## src/rtl/sram_access_ctrl.sv

```systemverilog
// sram_access_ctrl
// MEM-stage data-memory controller. Splits one 32-bit load/store into two
// 16-bit accesses on an external asynchronous SRAM. Each half-word beat is
// held on the bus for WAIT_CYCLES cycles. While a transaction is in flight
// `ready` is low, and the pipeline freezes on ~ready.
//
// Ports
//   clk, rst          system clock; synchronous active-high reset
//   wr_en, rd_en      MEM-stage store/load request, held while ready=0
//   address           CPU byte address (word aligned, bits [1:0] ignored)
//   write_data        store data
//   read_data         registered load result, valid from DONE onward
//   ready             0 = stall pipeline; 1 = idle or access completing
//   sram_addr         SRAM half-word address {word, beat}
//   sram_dq_out/oe    write data and its bus-drive enable (tristate built above)
//   sram_dq_in        SRAM bus read value
//   sram_we_n/oe_n    SRAM strobes, active low
//
// state | meaning
// IDLE  | no access; latch a request when wr_en|rd_en
// LOW   | beat 0 (data[15:0]) held for WAIT_CYCLES cycles
// HIGH  | beat 1 (data[31:16]) held for WAIT_CYCLES cycles
// DONE  | one cycle, ready=1, access completes

module sram_access_ctrl #(
    parameter int WAIT_CYCLES = 3,
    parameter int DATA_BASE   = 1024
) (
    input  logic        clk,
    input  logic        rst,
    input  logic        wr_en,
    input  logic        rd_en,
    input  logic [31:0] address,
    input  logic [31:0] write_data,
    output logic [31:0] read_data,
    output logic        ready,
    output logic [17:0] sram_addr,
    output logic [15:0] sram_dq_out,
    output logic        sram_dq_oe,
    input  logic [15:0] sram_dq_in,
    output logic        sram_we_n,
    output logic        sram_oe_n
);

    typedef enum logic [1:0] {IDLE, LOW, HIGH, DONE} state_t;

    localparam logic [3:0]  CNT_LAST = 4'(WAIT_CYCLES - 1);
    localparam logic [31:0] BASE     = 32'(DATA_BASE);

    state_t      state_q, state_d;
    logic [3:0]  cnt_q, cnt_d;
    logic        op_wr_q, op_wr_d;
    logic [16:0] word_q, word_d;
    logic [31:0] wdata_q, wdata_d;
    logic [31:0] offset;
    logic        req;
    logic        beat_last;
    logic        beat_d;
    logic        unused_offset_bits;

    logic [31:0] read_data_q;
    logic [17:0] sram_addr_q;
    logic [15:0] sram_dq_out_q;
    logic        sram_dq_oe_q;
    logic        sram_we_n_q;
    logic        sram_oe_n_q;

    assign req       = wr_en | rd_en;
    assign offset    = address - BASE;
    assign beat_last = (cnt_q == CNT_LAST);
    assign beat_d    = (state_d == LOW) || (state_d == HIGH);

    // Only the word index of the offset maps onto the SRAM.
    assign unused_offset_bits = ^{offset[31:19], offset[1:0]};

    always_comb begin
        state_d = state_q;
        cnt_d   = cnt_q;
        op_wr_d = op_wr_q;
        word_d  = word_q;
        wdata_d = wdata_q;
        unique case (state_q)
            IDLE: begin
                if (req) begin
                    state_d = LOW;
                    cnt_d   = 4'd0;
                    op_wr_d = wr_en;   // store wins when both are requested
                    word_d  = offset[18:2];
                    wdata_d = write_data;
                end
            end
            LOW: begin
                if (beat_last) begin
                    state_d = HIGH;
                    cnt_d   = 4'd0;
                end else begin
                    cnt_d = cnt_q + 4'd1;
                end
            end
            HIGH: begin
                if (beat_last) begin
                    state_d = DONE;
                    cnt_d   = 4'd0;
                end else begin
                    cnt_d = cnt_q + 4'd1;
                end
            end
            DONE: state_d = IDLE;
            default: state_d = IDLE;
        endcase
    end

    // Strobes are registered from next-state values so they switch on the
    // state-entry edge. we_n is released in the last cycle of each beat while
    // data is still driven, giving the SRAM a data hold time.
    always_ff @(posedge clk) begin
        if (rst) begin
            state_q       <= IDLE;
            cnt_q         <= 4'd0;
            op_wr_q       <= 1'b0;
            word_q        <= '0;
            wdata_q       <= '0;
            read_data_q   <= '0;
            sram_addr_q   <= '0;
            sram_dq_out_q <= '0;
            sram_dq_oe_q  <= 1'b0;
            sram_we_n_q   <= 1'b1;
            sram_oe_n_q   <= 1'b1;
        end else begin
            state_q      <= state_d;
            cnt_q        <= cnt_d;
            op_wr_q      <= op_wr_d;
            word_q       <= word_d;
            wdata_q      <= wdata_d;
            sram_dq_oe_q <= beat_d && op_wr_d;
            sram_we_n_q  <= !(beat_d && op_wr_d && (cnt_d != CNT_LAST));
            sram_oe_n_q  <= !(beat_d && !op_wr_d);
            if (beat_d) begin
                sram_addr_q   <= {word_d, state_d == HIGH};
                sram_dq_out_q <= (state_d == HIGH) ? wdata_d[31:16] : wdata_d[15:0];
            end
            if (!op_wr_q && beat_last) begin
                if (state_q == LOW)  read_data_q[15:0]  <= sram_dq_in;
                if (state_q == HIGH) read_data_q[31:16] <= sram_dq_in;
            end
        end
    end

    assign ready       = !(((state_q == IDLE) && req) || (state_q == LOW) || (state_q == HIGH));
    assign read_data   = read_data_q;
    assign sram_addr   = sram_addr_q;
    assign sram_dq_out = sram_dq_out_q;
    assign sram_dq_oe  = sram_dq_oe_q;
    assign sram_we_n   = sram_we_n_q;
    assign sram_oe_n   = sram_oe_n_q;

endmodule

```

## config.mk

```make
export PLATFORM = sky130hd
export DESIGN_NAME = sram_access_ctrl
export DESIGN_NICKNAME = d
export VERILOG_FILES = /design/src/rtl/sram_access_ctrl.sv
export SDC_FILE = /design/constraint.sdc
export NUM_CORES = 1
export LEC_CHECK = 0
export BUFFER_PORTS_ARGS = -buffer_cell sky130_fd_sc_hd__clkbuf_2
export CORE_ASPECT_RATIO = 1.75
export CORE_UTILIZATION = 32
export DETAILED_ROUTE_END_ITERATION = 12
export GPL_ROUTABILITY_DRIVEN = 0
export PLACE_DENSITY_LB_ADDON = 0.08
export SETUP_SLACK_MARGIN = 0.3
export SYNTH_ARGS = -nofsm -noshare
export SYNTH_HDL_FRONTEND = slang
export SYNTH_SLANG_ARGS = --single-unit
export TNS_END_PERCENT = 50
```

## constraint.sdc

```tcl
create_clock -name clk -period 7.3 [get_ports clk]
set_clock_uncertainty 0.15 [all_clocks]
set_input_delay 0.73 -clock clk [delete_from_list [all_inputs] [get_ports clk]]
set_output_delay 0.73 -clock clk [all_outputs]
set_load 0.05 [all_outputs]
```

# After elaboration in Yosys (flattened, before gate mapping)
# Index checks and enable logic that the tools add are counted.
[word_totals] register_bits=125 in_bits=84 output_inout_bits=70 elab_cells=53
[classes] n_addsub=2 n_eq_ne=7 mux=14 n_bitwise=1 n_reduce_logical=17
[op_table] cell="$mux 32" n=2
[op_table] cell="$mux 17" n=2
[op_table] cell="$sub 19x11->19 const B" n=1
[op_table] cell="$mux 16" n=1
[op_table] cell="$mux 4" n=2
[op_table] cell="$pmux 2 s4" n=1
[op_table] cell="$pmux 4 s2" n=1
[op_table] cell="$eq 2x2->1 const B" n=3
[op_table] cell="$mux 2" n=3
[op_table] cell="$logic_and 1x1->1" n=5
[op_table] cell="$logic_not 1->1" n=5
[op_table] cell="$add 4x1->4 const B" n=1
[op_table] cell="$eq 2x1->1 const B" n=2
[op_table] cell="$eq 4x2->1 const B" n=1
[op_table] cell="$ne 4x2->1 const B" n=1
[op_table] cell="$reduce_and 2->1" n=2
[op_table] cell="$logic_or 1x1->1" n=3
[op_table] cell="$logic_not 2->1" n=1
[op_table] cell="$mux 1" n=2
[op_table] cell="$reduce_or 2->1" n=1
[op_table] cell="$or 1x1->1" n=1

# Logic depth before layout (Yosys ltp)
# Gate-level depths: netlist (run 1).
[depth] depth_word=8 depth_mapped=13 depth_no_buf=10

# Worst setup path before layout (run 1)
# No wires, ideal clock.
[synth_timing] path_type="input to output" from="in rd_en" to="out ready" arrival_time_ns=2.287 t_required_ns=6.420 setup_slack_ns=4.133 cell_stages=4 n_path_buf=2 path_cell_list="o21a_1 -> buf_4 -> buf_2 -> nor3_1"
[synth_between] elab_chain_cells=5
[synth_rtl] element="start: declaration" line="32" text="input logic rd_en,"
[synth_rtl] element="$or 1x1->1" line="68" text="assign req = wr_en | rd_en;"
[synth_rtl] element="$logic_and 1x1->1" line="149" text="assign ready = !(((state_q == IDLE) && req) || (state_q == LOW) || (state_q == HIGH));"
[synth_rtl] element="$logic_or 1x1->1 (2 in a row)" line="149"
[synth_rtl] element="$logic_not 1->1" line="149"
[synth_rtl] element="end: declaration" line="36" text="output logic ready,"
# Every way passes these cells.

# Final worst setup path (run 1)
[layout_timing] from="reg cnt_q[0]" to="reg sram_dq_out_q[7], in the netlist sram_dq_out[7]"
[layout_between] elab_chain_cells=5
[layout_rtl] element="start: declaration" line="51" text="logic [3:0] cnt_q, cnt_d;"
[layout_rtl] element="start signal: assignment" line="131" text="cnt_q <= cnt_d;"
[layout_rtl] element="$eq 4x2->1 (*)" line="70" text="assign beat_last = (cnt_q == CNT_LAST);"
[layout_rtl] element="$mux 2, on equally long branches" line="101, 93"
[layout_rtl] element="$pmux 2 s4 (*)" line="82" text="unique case (state_q)"
[layout_rtl] element="via state_d[1]" line="50" text="state_t state_q, state_d;"
[layout_rtl] element="$eq 2x2->1 or $eq 2x1->1 (tied branches)" line="71, 140"
[layout_rtl] element="$mux 16 or $logic_or 1x1->1 (tied branches)" line="140, 71"
[layout_rtl] element="end signal: assignment" line="140" text="sram_dq_out_q <= (state_d == HIGH) ? wdata_d[31:16] : wdata_d[15:0];"
[layout_rtl] element="end: declaration" line="63" text="logic [15:0] sram_dq_out_q;"
# Mark *: on every way through the listed nets, which the timed path passes. The rest lies on a longest branch.
# A chain may end at the register's enable or synchronous reset.

==> out/metrics.cfg, run 1 <==
[place]
port_buffers=138
dpl.hpwl_microns=8689
placed_area_sq_um=5749

[yosys]
netlist_instances=598
ys_seq_elements=125
async_flop_share_pct=0
synth_top_area_share_pct=50.26
synth_simple_gate_area_share_pct=25.13
synthDistinctLibCells=48
ys.flop_type=dfxtp_1
synth_xor_area_share_pct=0.3518
synth.avg_cell_area_sq_um=8.325
synthMuxAreaShare_pct=2.212
synth_edf_count=0
synth.largest_area_cell=dfxtp_1
yosys_warnings=0
synth_area_leaders=dfxtp_1 (50%), nand2_1 (12%), a21oi_1 (7.3%)
synthAdderAreaFrac_pct=2.011
yosysSeqAreaShare_pct=50.26
synth_top_family_by_area=simple AND/OR/NAND/NOR gates
syn-num-nets=690
synth_compound_area_share_pct=15.53
synth_area_sq_um=4979

[layout]
area_growth_pct=28.35
fin_nets=812
regArea_sq_um=2502
fillerInstances=1650
stdcell_area_sq_um=6390
layout-drive-gt1-share_pct=25.51
num_antenna_cells=0
multi_input_area_sq_um=2261

[clock_network]
numClockSinks=125
cts_resized=0
cts_buffer_depth=2
cts_tree=done
htree_levels=4
ctsHoldBuffers=0
insertion_delay_ns=0.41
clk_pin_slew_ns=0.06
cts_buffers=17
cts_setup_buffers=0
cts-root-buf=clkbuf_16

[sta]
setup-tns-final_ns=0
period_minus_slack_ns=3.111
tightest_slew_ns=1.187
slew_headroom_pct=20.88
drv_slew=0
max_freq_mhz=321.5
setup_viol=0
hold_violations=0
rsz0062_at_grt=false
fin_crit_sh_pct=42.61

[power]
leakage_uw=0.002736
p_per_area_nw_per_um2=326.2
ir_drop_v=0.0001462

[global_routing]
grtUsageTotal_pct=17.02
grt_overflow=0
first_global_vias=4470
grt_max_degree=74
antenna_found_initial=0
grt_first_pass_wirelength_microns=21020

[die]
die_area_sq_um=16080
die_w_microns=96.29
core_sq_um=15310
initial_core_util_pct=32.51
die_y_microns=167
num_rows=60
io-pin-count=154

[setup_path]
r2r_start=cnt_q[0]
worstSetupPathType=register to register
r2r-end=sram_dq_out[7]
crit_path_max_fanout=33
worst_path_largest_cell_delay_ns=0.97
arrival_ns=3.26
slowest_stage=ha_1
critPathLaunchType=register
critPathRequiredTime_ns=7.45
reg2reg_depth=9
endpoint_kind=register
rrSetupSlack_ns=4.19
crit_end=sram_dq_out[7]
path_cells=inv_1, ha_1, or3b_1, a21oi_1, nor2_1, a21oi_1, ha_1, nand3_1, a31o_1
crit_start=cnt_q[0]

[drt]
routed_via_density=4.935
wl_microns=13050
antenna_left=0
drc_errors=0
wire_per_inst_microns=14.20
firstDrtPassIters=4
drtIter0Drc=177
num_vias=4535

[run]
maxCapViolCount=0

[min_path]
holdCritPathClass=register to register
hold_depth=2

[outcome]
outcome=finished clean

## sequential cells by signal, summed over array words and instances (netlist names)
name	count
cnt_q	4
state_q	2
sram_addr	18
sram_oe_n	1
sram_dq_oe	1
op_wr_q	1
word_q	17
sram_dq_out	16
read_data	32
wdata_q	32
sram_we_n	1
## cells by family after synthesis
kind of cell,Yosys count
xor gates and xnor gates,2
muxes,11
AOI/OAI and AO/OA,124
buffers and inverters,46
DFF,125
adders and majority gates,8
and+or+nand+nor,282
## how the worst min path moves through the flow
stage	slack, ns	start	to
finish	0.30	read_data[7]	read_data[7]
global route	0.32	read_data[0]	read_data[0]
detailed placement	0.30	read_data[27]	read_data[27]
CTS	0.31	read_data[27]	read_data[27]
floorplan	0.29	wdata_q[0]	wdata_q[0]
global placement	0.29	read_data[14]	read_data[14]
## layout make-up
class	count	area share (%)
sequential	125	39.16
timing repair buffer	143	11.44
multi-input combinational	427	35.38
tap	186	3.642
inverter	6	0.3525
clock inverter	13	2.937
clock buffer	19	7.088
## through the flow
stage / hold WS (ns) / worst slack, ns / power [uW] / utilization (%) / instances
5_1_grt: 0.3154 / 3.881 / 2179 / 41.72 / 919
2_1_floorplan: 0.2899 / 4.133 / 1084 / - / 598
3_5_place_dp: 0.2975 / 4.114 / 1192 / 37.54 / 887
4_1_cts: 0.3053 / 4.156 / 2114 / 41.72 / 919
6_report: 0.3024 / 4.189 / 2084 / 41.72 / 919
3_3_place_gp: 0.2934 / 4.137 / 1186 / 37.54 / 887
## metal layers
layer	up-vias	GRT usage (%)	part of all wire (%)
met5	-	0	0
met4	0	8.436	2.3
met3	23	3.242	4.7
met2	115	30.25	52
met1	2127	18.60	41
li1	2270	-	-
## layout by cell type, fill, tap and decap left out, types with 4 or more instances in the layout
| cell type | count |
|---|---|
| mux2i_1 | 11 |
| inv_1 | 6 |
| nand3b_1 | 16 |
| clkbuf_16 | 17 |
| nor3_1 | 9 |
| nor3_2 | 4 |
| a211oi_1 | 11 |
| a21oi_1 | 73 |
| ha_1 | 8 |
| buf_4 | 6 |
| nand2_1 | 158 |
| nor2_1 | 58 |
| nand3_1 | 19 |
| bufinv_16 | 4 |
| clkbuf_2 | 137 |
| clkinv_4 | 4 |
| a31o_1 | 15 |
| dfxtp_1 | 125 |
## cells in the mapped netlist (2+ instances only)
cell type / number
nand2_1: 158
dfxtp_1: 125
a21oi_1: 73
nor2_1: 58
clkbuf_1: 25
nand3_1: 19
nand3b_1: 16
a31o_1: 15
a211oi_1: 11
mux2i_1: 11
nor3_1: 9
ha_1: 8
inv_1: 6
buf_2: 5
buf_6: 4
nor3_2: 4
o21a_1: 4
buf_4: 3
nor2b_1: 3
o31ai_1: 3
a211o_1: 2
a31oi_1: 2
and2_1: 2
buf_1: 2
nor3b_1: 2
o21ai_1: 2
o22ai_1: 2
o31a_1: 2
or3_1: 2
or3b_1: 2
## critical path, delay by kind of cell (launching register included)
kind / cells / cell delay, ns
AND/OR/NAND/NOR: 3 / 0.66
AO/OA/AOI/OAI: 3 / 0.59
adder cells (fa/ha/maj): 2 / 1.16
flip-flops: 1 / 0.33
buffers and inverters: 1 / 0.11
## power by group
part           total [uW]  internal (uW)  switching (uW)
registers             772            746            26.0
logic                 399            110             289
clock network         913            592             321
No activity file was read; power rests on OpenSTA's default activity.
==> inputs of run 2 (changes only) <==
clock period = 2.8 ns   (was 7.3 ns; I/O delays follow)
==> out/metrics.cfg, run 2 (same netlist as run 1, synthesis figures left out) <==
[outcome]
outcome=finished clean  ; unchanged

[die]
die_w_microns=96.29  ; unchanged
num_rows=60  ; unchanged
die_y_microns=167  ; unchanged
die_area_sq_um=16080  ; unchanged
initial_core_util_pct=32.51  ; unchanged
io-pin-count=154  ; unchanged
core_sq_um=15310  ; unchanged

[power]
p_sw_share_pct=30.65  ; was 30.53%
leakage_uw=0.003028  ; was 0.002736 uW
combPwrFrac_pct=21.8  ; was 19.2%
switching_power_uw=1705  ; was 636.3 uW
p_per_area_nw_per_um2=780.7  ; was 326.2 nW/um^2
ir_drop_v=0.0003537  ; was 0.0001462 V
p_int_uw=3858  ; was 1448 uW
pwr-share-seq_pct=36.2  ; was 37.0%
power_frac_clock_pct=42.0  ; was 43.8%

[clock_network]
htree_levels=4  ; unchanged
clk_pin_slew_ns=0.06  ; about the same
numClockSinks=125  ; unchanged
insertion_delay_ns=0.40  ; was 0.41 ns
cts_tree=done  ; unchanged
cts_buffer_depth=2  ; unchanged
cts-root-buf=clkbuf_16  ; unchanged
cts_buffers=17  ; unchanged

[setup_path]
reg2reg_depth=11  ; was 9
endpoint_kind=register  ; unchanged
critPathRequiredTime_ns=3.01  ; was 7.45 ns
critPathLaunchType=register  ; unchanged
arrival_ns=2.62  ; was 3.26 ns
crit_path_max_fanout=8  ; was 33
rrSetupSlack_ns=0.39  ; was 4.19 ns
worstSetupPathType=register to register  ; unchanged

[sta]
max_freq_mhz=414.6  ; was 321.5 MHz
rsz0062_at_grt=true  ; was false
slew_headroom_pct=55.16  ; was 20.88%
fin_crit_sh_pct=86.14  ; was 42.61%
worst_slack_ns=0.3881  ; was 4.189 ns
setup_viol=0  ; unchanged
hold_violations=0  ; unchanged
period_minus_slack_ns=2.412  ; was 3.111 ns
tightest_slew_ns=0.6726  ; was 1.187 ns
drv_slew=0  ; unchanged
setup-tns-final_ns=0  ; unchanged

[global_routing]
grt_overflow=0  ; unchanged
grt_max_degree=61  ; was 74
grt_first_pass_wirelength_microns=22190  ; was 21020 microns
first_global_vias=4696  ; was 4470
grtUsageTotal_pct=18.01  ; was 17.02%
antenna_found_initial=0  ; unchanged

[run]
maxCapViolCount=0  ; unchanged

[layout]
fin_nets=877  ; was 812
layout_common_cells=nand2_1 (157), clkbuf_2 (137), dfxtp_1 (123)  ; was nand2_1 (158), clkbuf_2 (137), dfxtp_1 (125)
final_common_cell=nand2_1  ; unchanged
layout-drive-gt1-share_pct=26.07  ; was 25.51%
area_growth_pct=43.13  ; was 28.35%
fillerInstances=1548  ; was 1650
final_util_pct=46.53  ; was 41.72%
stdcell_area_sq_um=7126  ; was 6390 sq um
num_antenna_cells=0  ; unchanged

[drt]
drc_errors=0  ; unchanged
firstDrtPassIters=5  ; was 4
wire_per_inst_microns=14.25  ; was 14.20 microns
wl_microns=14020  ; was 13050 microns
antenna_left=0  ; unchanged
route.met2.wl_microns=7719  ; was 6746 microns
met1_length_microns=5532  ; was 5389 microns
drtIter0Drc=121  ; was 177
routed_via_density=4.878  ; was 4.935
top_layer=met4  ; unchanged
num_vias=4800  ; was 4535
wl_met3_microns=573  ; was 615 microns

[place]
placed_area_sq_um=5817  ; was 5749 sq um
dpl.hpwl_microns=9182  ; was 8689 microns
port_buffers=138  ; unchanged
pre_cts_ws_ns=0.09158  ; was 4.114 ns

[min_path]
hold_depth=3  ; was 2
holdCritPathClass=primary input to register  ; was register to register

==> run 2: final timing paths <==
| check | start | end |
|---|---|---|
| max | cnt_q[0] | sram_dq_out[10] |
| min | write_data[29] | wdata_q[29] |
| max reg2reg | cnt_q[0] | sram_dq_out[10] |
| min reg2reg | read_data[10] | read_data[10] |
==> run 2: critical path, cell delays in order (launching register included) <==
cell and delay (ns):
dfxtp_4 0.35, inv_4 0.06, ha_4 0.12, or3b_4 0.40, a21oi_2 0.13, nor2_1 0.07, a21oi_2 0.16, ha_4 0.25
buf_8 0.13, nor2_4 0.21, buf_6 0.19, a31o_1 0.14
==> run 2: repair_timing <==
item,CTS,global route
pin swaps,2,7
buffers inserted,0,4
hold buffers,54,0
gates cloned,2,0
hold endpoints to repair,70,0
endpoints found under the setup margin,35,32
resized for setup,18,7
==> run 2: power by group through the flow <==
| stage | Sequential, uW | Clock (uW) | Combinational [uW] |
|---|---|---|---|
| final | 2020 | 2330 | 1210 |
| after CTS | 2020 | 2390 | 1200 |
| after floorplan | 2350 | 0 | 482 |
| after detailed placement | 2060 | 0 | 1090 |
| after global placement | 2050 | 0 | 1080 |
| after global routing | 2030 | 2470 | 1310 |
==> run 2: metal layers <==
| layer | track usage (%) | up-vias |
|---|---|---|
| li1 | - | 2400 |
| met1 | 18.25 | 2281 |
| met2 | 34.04 | 106 |
| met3 | 4.429 | 13 |
| met4 | 6.554 | 0 |
| met5 | 0 | - |
==> run 2: final cells by class <==
type / instances / area [sq um] / share of cell area, %
inverters: 6 / 25.02 / 0.3512
multi-input cells: 427 / 2316 / 32.50
well taps: 186 / 232.7 / 3.266
flip-flops and latches: 125 / 2507 / 35.19
clock inverters: 13 / 190.2 / 2.669
repair buffers: 208 / 1421 / 19.95
clock buffers: 19 / 432.9 / 6.076
==> run 2: metrics by stage <==
step | total power (uW) | hold WS (ns) | instances
finish | 5563 | 0.01071 | 984
global route | 5815 | 0.005537 | 984
CTS | 5612 | 0.006997 | 980
detailed placement | 3144 | 0.2982 | 892
global placement | 3125 | 0.2949 | 892
floorplan | 2828 | 0.2660 | 598
